## config.mk

```make
export PLATFORM = sky130hd
export DESIGN_NAME = cond_branch_resolver_flat
export DESIGN_NICKNAME = d
export VERILOG_FILES = /design/src/rtl/cond_pkg.sv /design/src/rtl/cond_branch_resolver_if.sv /design/src/rtl/cond_eval.sv /design/src/rtl/cond_branch_resolver.sv /design/src/flat_wrapper.sv
export SDC_FILE = /design/constraint.sdc
export NUM_CORES = 1
export LEC_CHECK = 0
export ABC_AREA = 1
export BUFFER_PORTS_ARGS = -buffer_cell sky130_fd_sc_hd__buf_4
export CORE_ASPECT_RATIO = 1.4
export CORE_MARGIN = 2
export CORE_UTILIZATION = 48
export DETAILED_ROUTE_END_ITERATION = 8
export PLACE_DENSITY = 0.75
export SLEW_MARGIN = 20
export SYNTH_ARGS = -nofsm -noshare
export SYNTH_HDL_FRONTEND = slang
export SYNTH_SLANG_ARGS = --single-unit
```

## constraint.sdc

```tcl
create_clock -name clk -period 1.23 [get_ports clk]
set_input_delay 0.246 -clock clk [delete_from_list [all_inputs] [get_ports clk]]
set_output_delay 0.246 -clock clk [all_outputs]
set_load 0.01 [all_outputs]
```

## src/rtl/cond_pkg.sv

```systemverilog
`default_nettype none
// ============================================================================
// Module   : cond_pkg
// Purpose  : Shared types for the conditional-branch resolver: ARM condition
//            codes, NZVC flag bit positions and the resolver state encoding.
// Revision : 1.0  initial release
// ============================================================================
package cond_pkg;

  // ARM B.cond condition field encoding
  typedef enum logic [3:0] {
    EQ = 4'h0, NE = 4'h1, HS = 4'h2, LO = 4'h3,
    MI = 4'h4, PL = 4'h5, VS = 4'h6, VC = 4'h7,
    HI = 4'h8, LS = 4'h9, GE = 4'hA, LT = 4'hB,
    GT = 4'hC, LE = 4'hD, AL = 4'hE, NV = 4'hF
  } cc_e;

  // Bit positions inside the packed {N,Z,V,C} flag vector
  localparam int FLAG_N = 3;
  localparam int FLAG_Z = 2;
  localparam int FLAG_V = 1;
  localparam int FLAG_C = 0;

  // IDLE accepts branches; WAIT holds one branch until the flags settle
  typedef enum logic [0:0] {
    IDLE = 1'b0,
    WAIT = 1'b1
  } state_e;

endpackage
`default_nettype wire

```

## src/rtl/cond_branch_resolver_if.sv

```systemverilog
`default_nettype none
// ============================================================================
// Module   : cond_branch_resolver_if
// Purpose  : Branch request / branch result bundle between the ID-stage
//            branch logic (master) and the resolver (slave).
// Revision : 1.0  initial release
// ============================================================================
interface cond_branch_resolver_if #(
  parameter int CC_W  = 4,
  parameter int TAG_W = 5
);

  logic             br_valid;
  logic             br_ready;
  logic [CC_W-1:0]  br_cond;
  logic [TAG_W-1:0] br_tag;
  logic             res_valid;
  logic             res_taken;
  logic [TAG_W-1:0] res_tag;

  // ID-stage side: presents branches, observes the redirect result
  modport master (
    output br_valid, br_cond, br_tag,
    input  br_ready, res_valid, res_taken, res_tag
  );

  // Resolver side
  modport slave (
    input  br_valid, br_cond, br_tag,
    output br_ready, res_valid, res_taken, res_tag
  );

endinterface
`default_nettype wire

```

## src/rtl/cond_eval.sv

```systemverilog
`default_nettype none
// ============================================================================
// Module   : cond_eval
// Purpose  : Purely combinational ARM condition-code evaluator
//            (condition code + {N,Z,V,C} -> taken).
// Revision : 1.0  initial release
// ============================================================================
module cond_eval
  import cond_pkg::*;
(
  input  logic [3:0] cc,
  input  logic [3:0] flags,
  output logic       taken
);

  logic w_n;
  logic w_z;
  logic w_v;
  logic w_c;

  assign w_n = flags[FLAG_N];
  assign w_z = flags[FLAG_Z];
  assign w_v = flags[FLAG_V];
  assign w_c = flags[FLAG_C];

  // Decode the condition against the supplied flags; AL and NV both always pass
  always_comb begin
    taken = 1'b0;
    case (cc_e'(cc))
      EQ:      taken = w_z;
      NE:      taken = ~w_z;
      HS:      taken = w_c;
      LO:      taken = ~w_c;
      MI:      taken = w_n;
      PL:      taken = ~w_n;
      VS:      taken = w_v;
      VC:      taken = ~w_v;
      HI:      taken = w_c & ~w_z;
      LS:      taken = ~w_c | w_z;
      GE:      taken = (w_n == w_v);
      LT:      taken = (w_n != w_v);
      GT:      taken = ~w_z & (w_n == w_v);
      LE:      taken = w_z | (w_n != w_v);
      AL:      taken = 1'b1;
      NV:      taken = 1'b1;
      default: taken = 1'b0;
    endcase
  end

endmodule
`default_nettype wire

```

## src/rtl/cond_branch_resolver.sv

```systemverilog
`default_nettype none
// ============================================================================
// Module   : cond_branch_resolver
// Purpose  : Holds the architectural NZVC register and resolves B.cond
//            branches against the youngest flags, bypassing from EX. A branch
//            whose flag setter is still busy in EX is parked in WAIT until
//            the ALU flags settle.
// Revision : 1.0  initial release
// ============================================================================
module cond_branch_resolver
  import cond_pkg::*;
#(
  parameter int CC_W  = 4,
  parameter int TAG_W = 5
) (
  input  logic                   clk,
  input  logic                   rst_n,
  input  logic                   ex_setflags,
  input  logic                   ex_flags_valid,
  input  logic [3:0]             ex_flags,
  input  logic                   flush,
  cond_branch_resolver_if.slave  bus,
  output logic [3:0]             flags_q
);

  state_e           r_state;
  state_e           w_state_nxt;
  logic [3:0]       r_flags;
  logic [CC_W-1:0]  r_cond;
  logic [TAG_W-1:0] r_tag;
  logic             r_res_valid;
  logic             r_res_taken;
  logic [TAG_W-1:0] r_res_tag;

  logic             w_flag_wr;
  logic             w_pending;
  logic [3:0]       w_eff_flags;
  logic             w_live_taken;
  logic             w_held_taken;
  logic             w_latch;
  logic             w_emit;
  logic             w_emit_taken;
  logic [TAG_W-1:0] w_emit_tag;

  // A setter whose flags are not yet settled blocks immediate resolution
  assign w_flag_wr   = ex_setflags & ex_flags_valid;
  assign w_pending   = ex_setflags & ~ex_flags_valid;
  assign w_eff_flags = w_flag_wr ? ex_flags : r_flags;

  // Live branch: evaluated against bypassed-or-architectural flags
  cond_eval u_eval_live (
    .cc    (bus.br_cond),
    .flags (w_eff_flags),
    .taken (w_live_taken)
  );

  // Parked branch: evaluated against the ALU flags as they settle
  cond_eval u_eval_held (
    .cc    (r_cond),
    .flags (ex_flags),
    .taken (w_held_taken)
  );

  // Architectural flag register; flush never touches it
  always_ff @(posedge clk or negedge rst_n) begin
    if (!rst_n) begin
      r_flags <= 4'b0000;
    end else if (w_flag_wr) begin
      r_flags <= ex_flags;
    end
  end

  // State register
  always_ff @(posedge clk or negedge rst_n) begin
    if (!rst_n) begin
      r_state <= IDLE;
    end else begin
      r_state <= w_state_nxt;
    end
  end

  // Next state plus the emit/park decisions; flush wins over everything
  always_comb begin
    w_state_nxt  = r_state;
    w_latch      = 1'b0;
    w_emit       = 1'b0;
    w_emit_taken = 1'b0;
    w_emit_tag   = '0;
    case (r_state)
      IDLE: begin
        if (bus.br_valid && !flush) begin
          if (w_pending) begin
            w_latch     = 1'b1;
            w_state_nxt = WAIT;
          end else begin
            w_emit       = 1'b1;
            w_emit_taken = w_live_taken;
            w_emit_tag   = bus.br_tag;
          end
        end
      end
      WAIT: begin
        if (flush) begin
          w_state_nxt = IDLE;
        end else if (ex_flags_valid) begin
          w_emit       = 1'b1;
          w_emit_taken = w_held_taken;
          w_emit_tag   = r_tag;
          w_state_nxt  = IDLE;
        end
      end
      default: w_state_nxt = IDLE;
    endcase
  end

  // Park the branch while its flags are outstanding
  always_ff @(posedge clk or negedge rst_n) begin
    if (!rst_n) begin
      r_cond <= '0;
      r_tag  <= '0;
    end else if (w_latch) begin
      r_cond <= bus.br_cond;
      r_tag  <= bus.br_tag;
    end
  end

  // Result register: single-cycle valid pulse, taken/tag hold between results
  always_ff @(posedge clk or negedge rst_n) begin
    if (!rst_n) begin
      r_res_valid <= 1'b0;
      r_res_taken <= 1'b0;
      r_res_tag   <= '0;
    end else begin
      r_res_valid <= w_emit;
      if (w_emit) begin
        r_res_taken <= w_emit_taken;
        r_res_tag   <= w_emit_tag;
      end
    end
  end

  assign bus.br_ready  = (r_state == IDLE);
  assign bus.res_valid = r_res_valid;
  assign bus.res_taken = r_res_taken;
  assign bus.res_tag   = r_res_tag;
  assign flags_q       = r_flags;

endmodule
`default_nettype wire

```

## src/flat_wrapper.sv

```systemverilog
// flat-port wrapper written by rule: the top's interface ports become plain ports
module cond_branch_resolver_flat import cond_pkg::*;
#(
  parameter int CC_W  = 4,
  parameter int TAG_W = 5
)
  (clk, rst_n, ex_setflags, ex_flags_valid, ex_flags, flush, flags_q, bus_br_valid, bus_br_cond, bus_br_tag, bus_br_ready, bus_res_valid, bus_res_taken, bus_res_tag);
  cond_branch_resolver_if #(.CC_W(CC_W), .TAG_W(TAG_W)) bus_i ();
  input  logic clk;
  input  logic rst_n;
  input  logic ex_setflags;
  input  logic ex_flags_valid;
  input  logic [3:0] ex_flags;
  input  logic flush;
  output logic [3:0] flags_q;
  input wire logic [$bits(bus_i.br_valid)-1:0] bus_br_valid;
  input wire logic [$bits(bus_i.br_cond)-1:0] bus_br_cond;
  input wire logic [$bits(bus_i.br_tag)-1:0] bus_br_tag;
  output wire logic [$bits(bus_i.br_ready)-1:0] bus_br_ready;
  output wire logic [$bits(bus_i.res_valid)-1:0] bus_res_valid;
  output wire logic [$bits(bus_i.res_taken)-1:0] bus_res_taken;
  output wire logic [$bits(bus_i.res_tag)-1:0] bus_res_tag;
  assign bus_i.br_valid = bus_br_valid;
  assign bus_i.br_cond = bus_br_cond;
  assign bus_i.br_tag = bus_br_tag;
  assign bus_br_ready = bus_i.br_ready;
  assign bus_res_valid = bus_i.res_valid;
  assign bus_res_taken = bus_i.res_taken;
  assign bus_res_tag = bus_i.res_tag;
  cond_branch_resolver #(.CC_W(CC_W), .TAG_W(TAG_W)) u_core (.clk(clk), .rst_n(rst_n), .ex_setflags(ex_setflags), .ex_flags_valid(ex_flags_valid), .ex_flags(ex_flags), .flush(flush), .bus(bus_i), .flags_q(flags_q));
endmodule
```

==> results.cfg, run 1 <==
[outcome]
result_of_the_run = complete, but fails checks
violations = setup timing

[final_layout]
final_area_um2 = 1830
layout.core_utilization = 0.684
finish.net_count = 273
drive_above_1_share = 0.316
syn2layout_area_growth_pct = 34.2
antenna_cells_inserted = 0

[critical_path]
worst-endpoint-required_ps = 1430
critPathMaxFanout = 5
critical_path.endpoint_type = flip-flop
critPathLaunchType = flip-flop
kind_of_critical_path = flip-flop to flip-flop
arrival_ps = 1510
reg2reg_depth = 8

[worst_hold_path]
worst_hold_path_type = input port to flip-flop
timing.hold.worst_path_depth = 2

[synth]
yosysUniqueCellTypes = 20
synth.net_count = 224
synth_seq_area_share = 0.386
postSynthCellCount = 205
postSynthRegisterBits = 21
post_synth.cell_area_avg_um2 = 6.63
synthesis.area_um2 = 1360
yosys_warns = 0

[clock_network]
h-tree-depth = 1
cts.clk_slew.worst_paths_ps = 120
tritoncts = done
cts_sinks = 21
source_to_sink_clock_delay_at_the_later_pin_of_the_worst_skew_pair_ps = 300
cts_max_path_buffers = 2
root_buffer = clkbuf_4
cts_buffers = 3

[sta]
report.final.setup_viol = 1
timing.clock.skew_ps = 6.46
setup_repair_after_global_routing_missed_its_margin = yes
finalHoldViolCount = 0
finalMaxSlewViolations = 0
achievable-frequency_mhz = 766
setup_ws_ps = -75.5
slew-limit-headroom = 0.816
min_hold_slack_ps = 202
timing_worst_slew_pin_value_ps = 277
period_minus_slack_ps = 1310
fin_crit_sh = 1.06

[place]
gp_congestion = 0.842
port_buffers = 30
place_hpwl_um = 2480
dpl_cell_area_um2 = 1710

[route]
drc_errors = 0
dr.pass1.iters = 4
drt-total-wl_um = 3210
ant_nets = 0
via_count_of_the_routed_design = 1423
vias_per_cell = 4.92
wire_per_inst_um = 11.1
drt-initial-drc-count = 29

[die]
pin_count = 31
floorplan.rows = 22
die_area_um2 = 3280
die_h_um = 67.0
floorplan.initialDensity = 0.509
core_area_um2 = 2670
chipWidth_um = 49.0

[global_routing]
overall_global_routing_usage = 0.207
number_of_global_route_vias_before_repair = 1305
grt_antenna_before_repair = 0
grt_overflow_total = 0
largest_net_degree_at_the_start_of_global_routing = 22
wire_length_of_the_first_global_routing_pass_um = 5290

[flow_run]
maxCapViolCount = 0

[pwr]
total_power_consumption_mw = 1.98
power_per_cell_area_nw_per_um2 = 1080
power_leakage_nw = 0.998
vdd.ir_drop.worst_v = 0.000722
[layer usage]
| metal | up-vias | global-route usage | wire length (um) |
|---|---|---|---|
| met2 | 33 | 0.404 | 1800 |
| met5 | - | 0 | 0 |
| met1 | 650 | 0.220 | 1250 |
| li1 | 736 | - | - |
| met4 | 0 | 0.0929 | 46 |
| met3 | 4 | 0.0269 | 102 |
[cell usage after synthesis (all sizes together)]
cell	instances	area, um2
a21oi	6	30.0
a31oi	1	6.26
buf	3	27.5
dfrtp	21	526
inv	30	113
nand2	83	337
nand3	16	85.1
nand3b	3	22.5
nand4	1	12.5
nor2	23	93.8
o211ai	5	37.5
o21ai	12	63.8
or2	1	6.26
[what timing repair did]
| item | 4_1_cts | 5_1_grt |
|---|---|---|
| resized for setup | 3 | 20 |
| hold buffers | 1 | 0 |
| endpoints found under the setup margin | 2 | 7 |
| hold endpoints to repair | 21 | 0 |
| pin swaps | 0 | 3 |
| gates cloned | 0 | 0 |
| setup buffers | 0 | 3 |
[power by group]
part | internal, mW | leakage, nW | total, mW | switching (mW)
clock | 0.124 | 0.0139 | 0.341 | 0.217
sequential | 0.813 | 0.256 | 0.915 | 0.103
combinational | 0.343 | 0.728 | 0.721 | 0.378
[layout by cell type, fill, tap and decap left out, types with 2 or more instances in the layout]
cell type / instances
nand2_1: 72
o211ai_1: 5
buf_6: 4
nand2_4: 2
a21oi_1: 5
dfrtp_2: 3
clkbuf_4: 3
inv_2: 6
nand2_2: 9
inv_1: 23
nand3_1: 15
nand3b_1: 3
o21ai_0: 11
buf_4: 41
nor2_1: 19
nor2_2: 3
dfrtp_1: 18
[final timing paths]
path / startpoint / end / slack (ps)
worst max-delay path: u_core.r_cond[3] / u_core.bus.res_taken / -80
worst min-delay path: ex_flags_valid / u_core.r_state / 200
worst max register to register: u_core.r_cond[3] / u_core.bus.res_taken / -80
worst min register to register: u_core.r_tag[4] / u_core.r_tag[4] / 510
max in group asynchronous: rst_n / u_core.r_cond[3] / 640
min in group asynchronous: rst_n / u_core.bus.res_tag[2] / 340
[metrics by stage]
step / cells / TNS, ps / setup WS, ps
after detailed placement: 281 / -106 / -106
after CTS: 286 / -68.5 / -68.5
final: 289 / -75.5 / -75.5
after floorplan: 205 / 0 / 11.5
after global routing: 289 / -302 / -154
after global placement: 281 / -97.1 / -97.1
[state kept, by name, summed over array words and instances, names as in the netlist]
signal / flops
u_core.bus.res_valid: 1
u_core.flags_q: 4
u_core.r_cond: 4
u_core.bus.res_tag: 5
u_core.bus.res_taken: 1
u_core.r_state: 1
u_core.r_tag: 5
[cell type report]
cell class                      instances  area (um2)
Tap cell                               36        45.0
Clock buffer                            3        22.5
Multi-Input combinational cell        151         721
Inverter                               30         118
Fill cell                             242         845
Clock inverter                          1        7.51
Sequential cell                        21         529
Timing Repair Buffer                   47         383
[cells by family after synthesis]
kind of cell	Yosys count	synth area share
AND/OR/NAND/NOR	127	0.409
AO/OA/AOI/OAI	24	0.101
flip-flops	21	0.386
buffers and inverters	33	0.103
[worst max-delay path, stage by stage (launching register included)]
cell      delay (ps)
dfrtp_2          440
nand2_1          100
nand3b_1         190
nand2_1           70
o21ai_0           70
nand3_1           70
nand2_1           60
a21oi_2          130
nand2_1           70
Note: power is estimated with default switching activity, not from simulation.
==> inputs of run 2 (changes only) <==
--- a/config.mk
+++ b/config.mk
@@ -12,6 +12,7 @@
 export CORE_UTILIZATION = 48
 export DETAILED_ROUTE_END_ITERATION = 8
 export PLACE_DENSITY = 0.75
+export REMOVE_ABC_BUFFERS = 1
 export SLEW_MARGIN = 20
 export SYNTH_ARGS = -nofsm -noshare
 export SYNTH_HDL_FRONTEND = slang
==> run 2 against run 1 <==
  * The run still ends with setup timing left
  * Clock skew up 1.2 ps
  * Fmax up 0.30%
  * Die area unchanged
  * Clock power up 4%
  * Largest cell class unchanged
==> results.cfg, run 2 (same netlist as run 1, synthesis figures left out) <==
[sta]
slew-limit-headroom = 0.816
fin_crit_sh = 1.06
finalHoldViolCount = 0
period_minus_slack_ps = 1300
min_hold_slack_ps = 182
setup_repair_after_global_routing_missed_its_margin = yes
timing.clock.skew_ps = 7.69
finalMaxSlewViolations = 0
timing_worst_slew_pin_value_ps = 276
achievable-frequency_mhz = 768
report.final.setup_viol = 2
setup_ws_ps = -71.6

[global_routing]
number_of_global_route_vias_before_repair = 1302
largest_net_degree_at_the_start_of_global_routing = 22
wire_length_of_the_first_global_routing_pass_um = 5400
overall_global_routing_usage = 0.211
grt_overflow_total = 0
grt_antenna_before_repair = 0

[place]
port_buffers = 30
place_hpwl_um = 2430
numPlacedInstances = 285
dpl_cell_area_um2 = 1730
preCtsSetupSlack_ps = -101
gp_congestion = 0.784

[critical_path]
setup.reg_to_reg.worst_slack_ps = -70
crit_path_cell_trace = inv_2 -> nor2_1 -> nand3b_1 -> nand2_1 -> nor2_1 -> nand2_1 -> nor2_1 -> nand2_1 -> a21oi_1 -> nand2_1
worst-endpoint-required_ps = 1440
timing.critical_path.slowest_stage_cell = dfrtp_2
critPathLaunchType = flip-flop
critical_path.most_common_cell = nand2_1
rr_startpoint = u_core.r_cond[0]
reg2reg_depth = 10
critical_path.endpoint_type = flip-flop
critPathMaxStageDelay_ps = 470
arrival_ps = 1520
reg2reg_to = u_core.bus.res_taken
critPathMaxFanout = 5
kind_of_critical_path = flip-flop to flip-flop

[route]
ant_nets = 0
via_count_of_the_routed_design = 1443
top_layer = met4
dr.pass1.iters = 4
wl_met3_um = 117
drt-initial-drc-count = 49
drc_errors = 0
wire_per_inst_um = 10.9
drt-total-wl_um = 3220
vias_per_cell = 4.89
met2_length_um = 1630
route.layer.met1.wl_um = 1430

[outcome]
result_of_the_run = complete, but fails checks
violations = setup timing

[final_layout]
drive_above_1_share = 0.340
nFillCells = 231
antenna_cells_inserted = 0
layout.core_utilization = 0.711
final_area_um2 = 1900
finish.net_count = 279
seq_area_um2 = 529
layout_common_cells = 70 x nand2_1, 44 x buf_4, 24 x inv_1
layout.cells.non_filler = 295
multi_input_area_um2 = 746
syn2layout_area_growth_pct = 39.6
mostFrequentLayoutCell = nand2_1

[clock_network]
cts_sinks = 21
tritoncts = done
source_to_sink_clock_delay_at_the_later_pin_of_the_worst_skew_pair_ps = 320
h-tree-depth = 1
cts.clk_slew.worst_paths_ps = 130
cts_buffers = 3
root_buffer = clkbuf_4
cts_max_path_buffers = 2

[pwr]
power_leakage_nw = 1.03
vdd.ir_drop.worst_v = 0.000735
power_per_cell_area_nw_per_um2 = 1070

[die]
pin_count = 31
floorplan.initialDensity = 0.509
die_h_um = 67.0
die_area_um2 = 3280
chipWidth_um = 49.0
floorplan.rows = 22
core_area_um2 = 2670

[worst_hold_path]
worst_hold_path_type = input port to flip-flop
timing.hold.worst_path_depth = 3
hold_end = u_core.r_tag[1]
hold_path.startpoint = bus_br_tag[1]

[flow_run]
maxCapViolCount = 0
[run 2: cell types whose count changed in the layout (fill, tap and decap cells not counted), sizes merged]
| cell | previous run | this run |
|---|---|---|
| buf | 46 | 52 |
[run 2: final cells by class]
cell class	instances	share of cell area
Tap cell	36	0.0237
Multi-Input combinational cell	151	0.393
Timing Repair Buffer	53	0.227
Sequential cell	21	0.279
Inverter	30	0.0620
Clock inverter	1	0.00396
Clock buffer	3	0.0119
[run 2: worst max-delay path, delay by kind of cell, from the launching register on]
family                 cells  cell delay, ps
AO/OA/AOI/OAI              1             120
buffers and inverters      1              70
flip-flops                 1             470
AND/OR/NAND/NOR            8             540
[run 2: where the power goes]
group	internal (mW)	leakage, nW	switching, mW	total, mW
Clock	0.124	0.0139	0.231	0.355
Combinational	0.370	0.758	0.394	0.764
Sequential	0.813	0.256	0.0996	0.912
Total	1.31	1.03	0.724	2.03
[run 2: layer usage]
| layer | track usage | vias up |
|---|---|---|
| met1 | 0.265 | 650 |
| met5 | 0 | - |
| met4 | 0.100 | 0 |
| li1 | - | 752 |
| met3 | 0.0135 | 4 |
| met2 | 0.370 | 37 |
[run 2: worst max-delay path by stage]
stage	start	endpoint	slack (ps)	cells after the start
floorplan	u_core.r_state	u_core.bus.res_taken	10	8
global placement	ex_setflags	u_core.bus.res_taken	-80	11
detailed placement	ex_setflags	u_core.bus.res_taken	-100	11
CTS	u_core.r_cond[3]	u_core.bus.res_taken	-60	10
global route	u_core.r_cond[0]	u_core.bus.res_taken	-170	10
finish	u_core.r_cond[0]	u_core.bus.res_taken	-70	10
[run 2: repair_timing]
action | CTS | global route
endpoints found under the setup margin | 3 | 16
resized for setup | 8 | 34
hold buffers | 1 | 0
cloned | 0 | 2
setup buffers | 2 | 2
pin swaps | 1 | 5
endpoints found under the hold margin | 21 | 0
[run 2: per-stage QoR]
stage | TNS, ps | power, mW
after CTS | -57.5 | 1.98
after detailed placement | -101 | 1.60
after global placement | -83.9 | 1.58
after global routing | -590 | 2.19
final | -76.1 | 2.03
after floorplan | 0 | 1.27
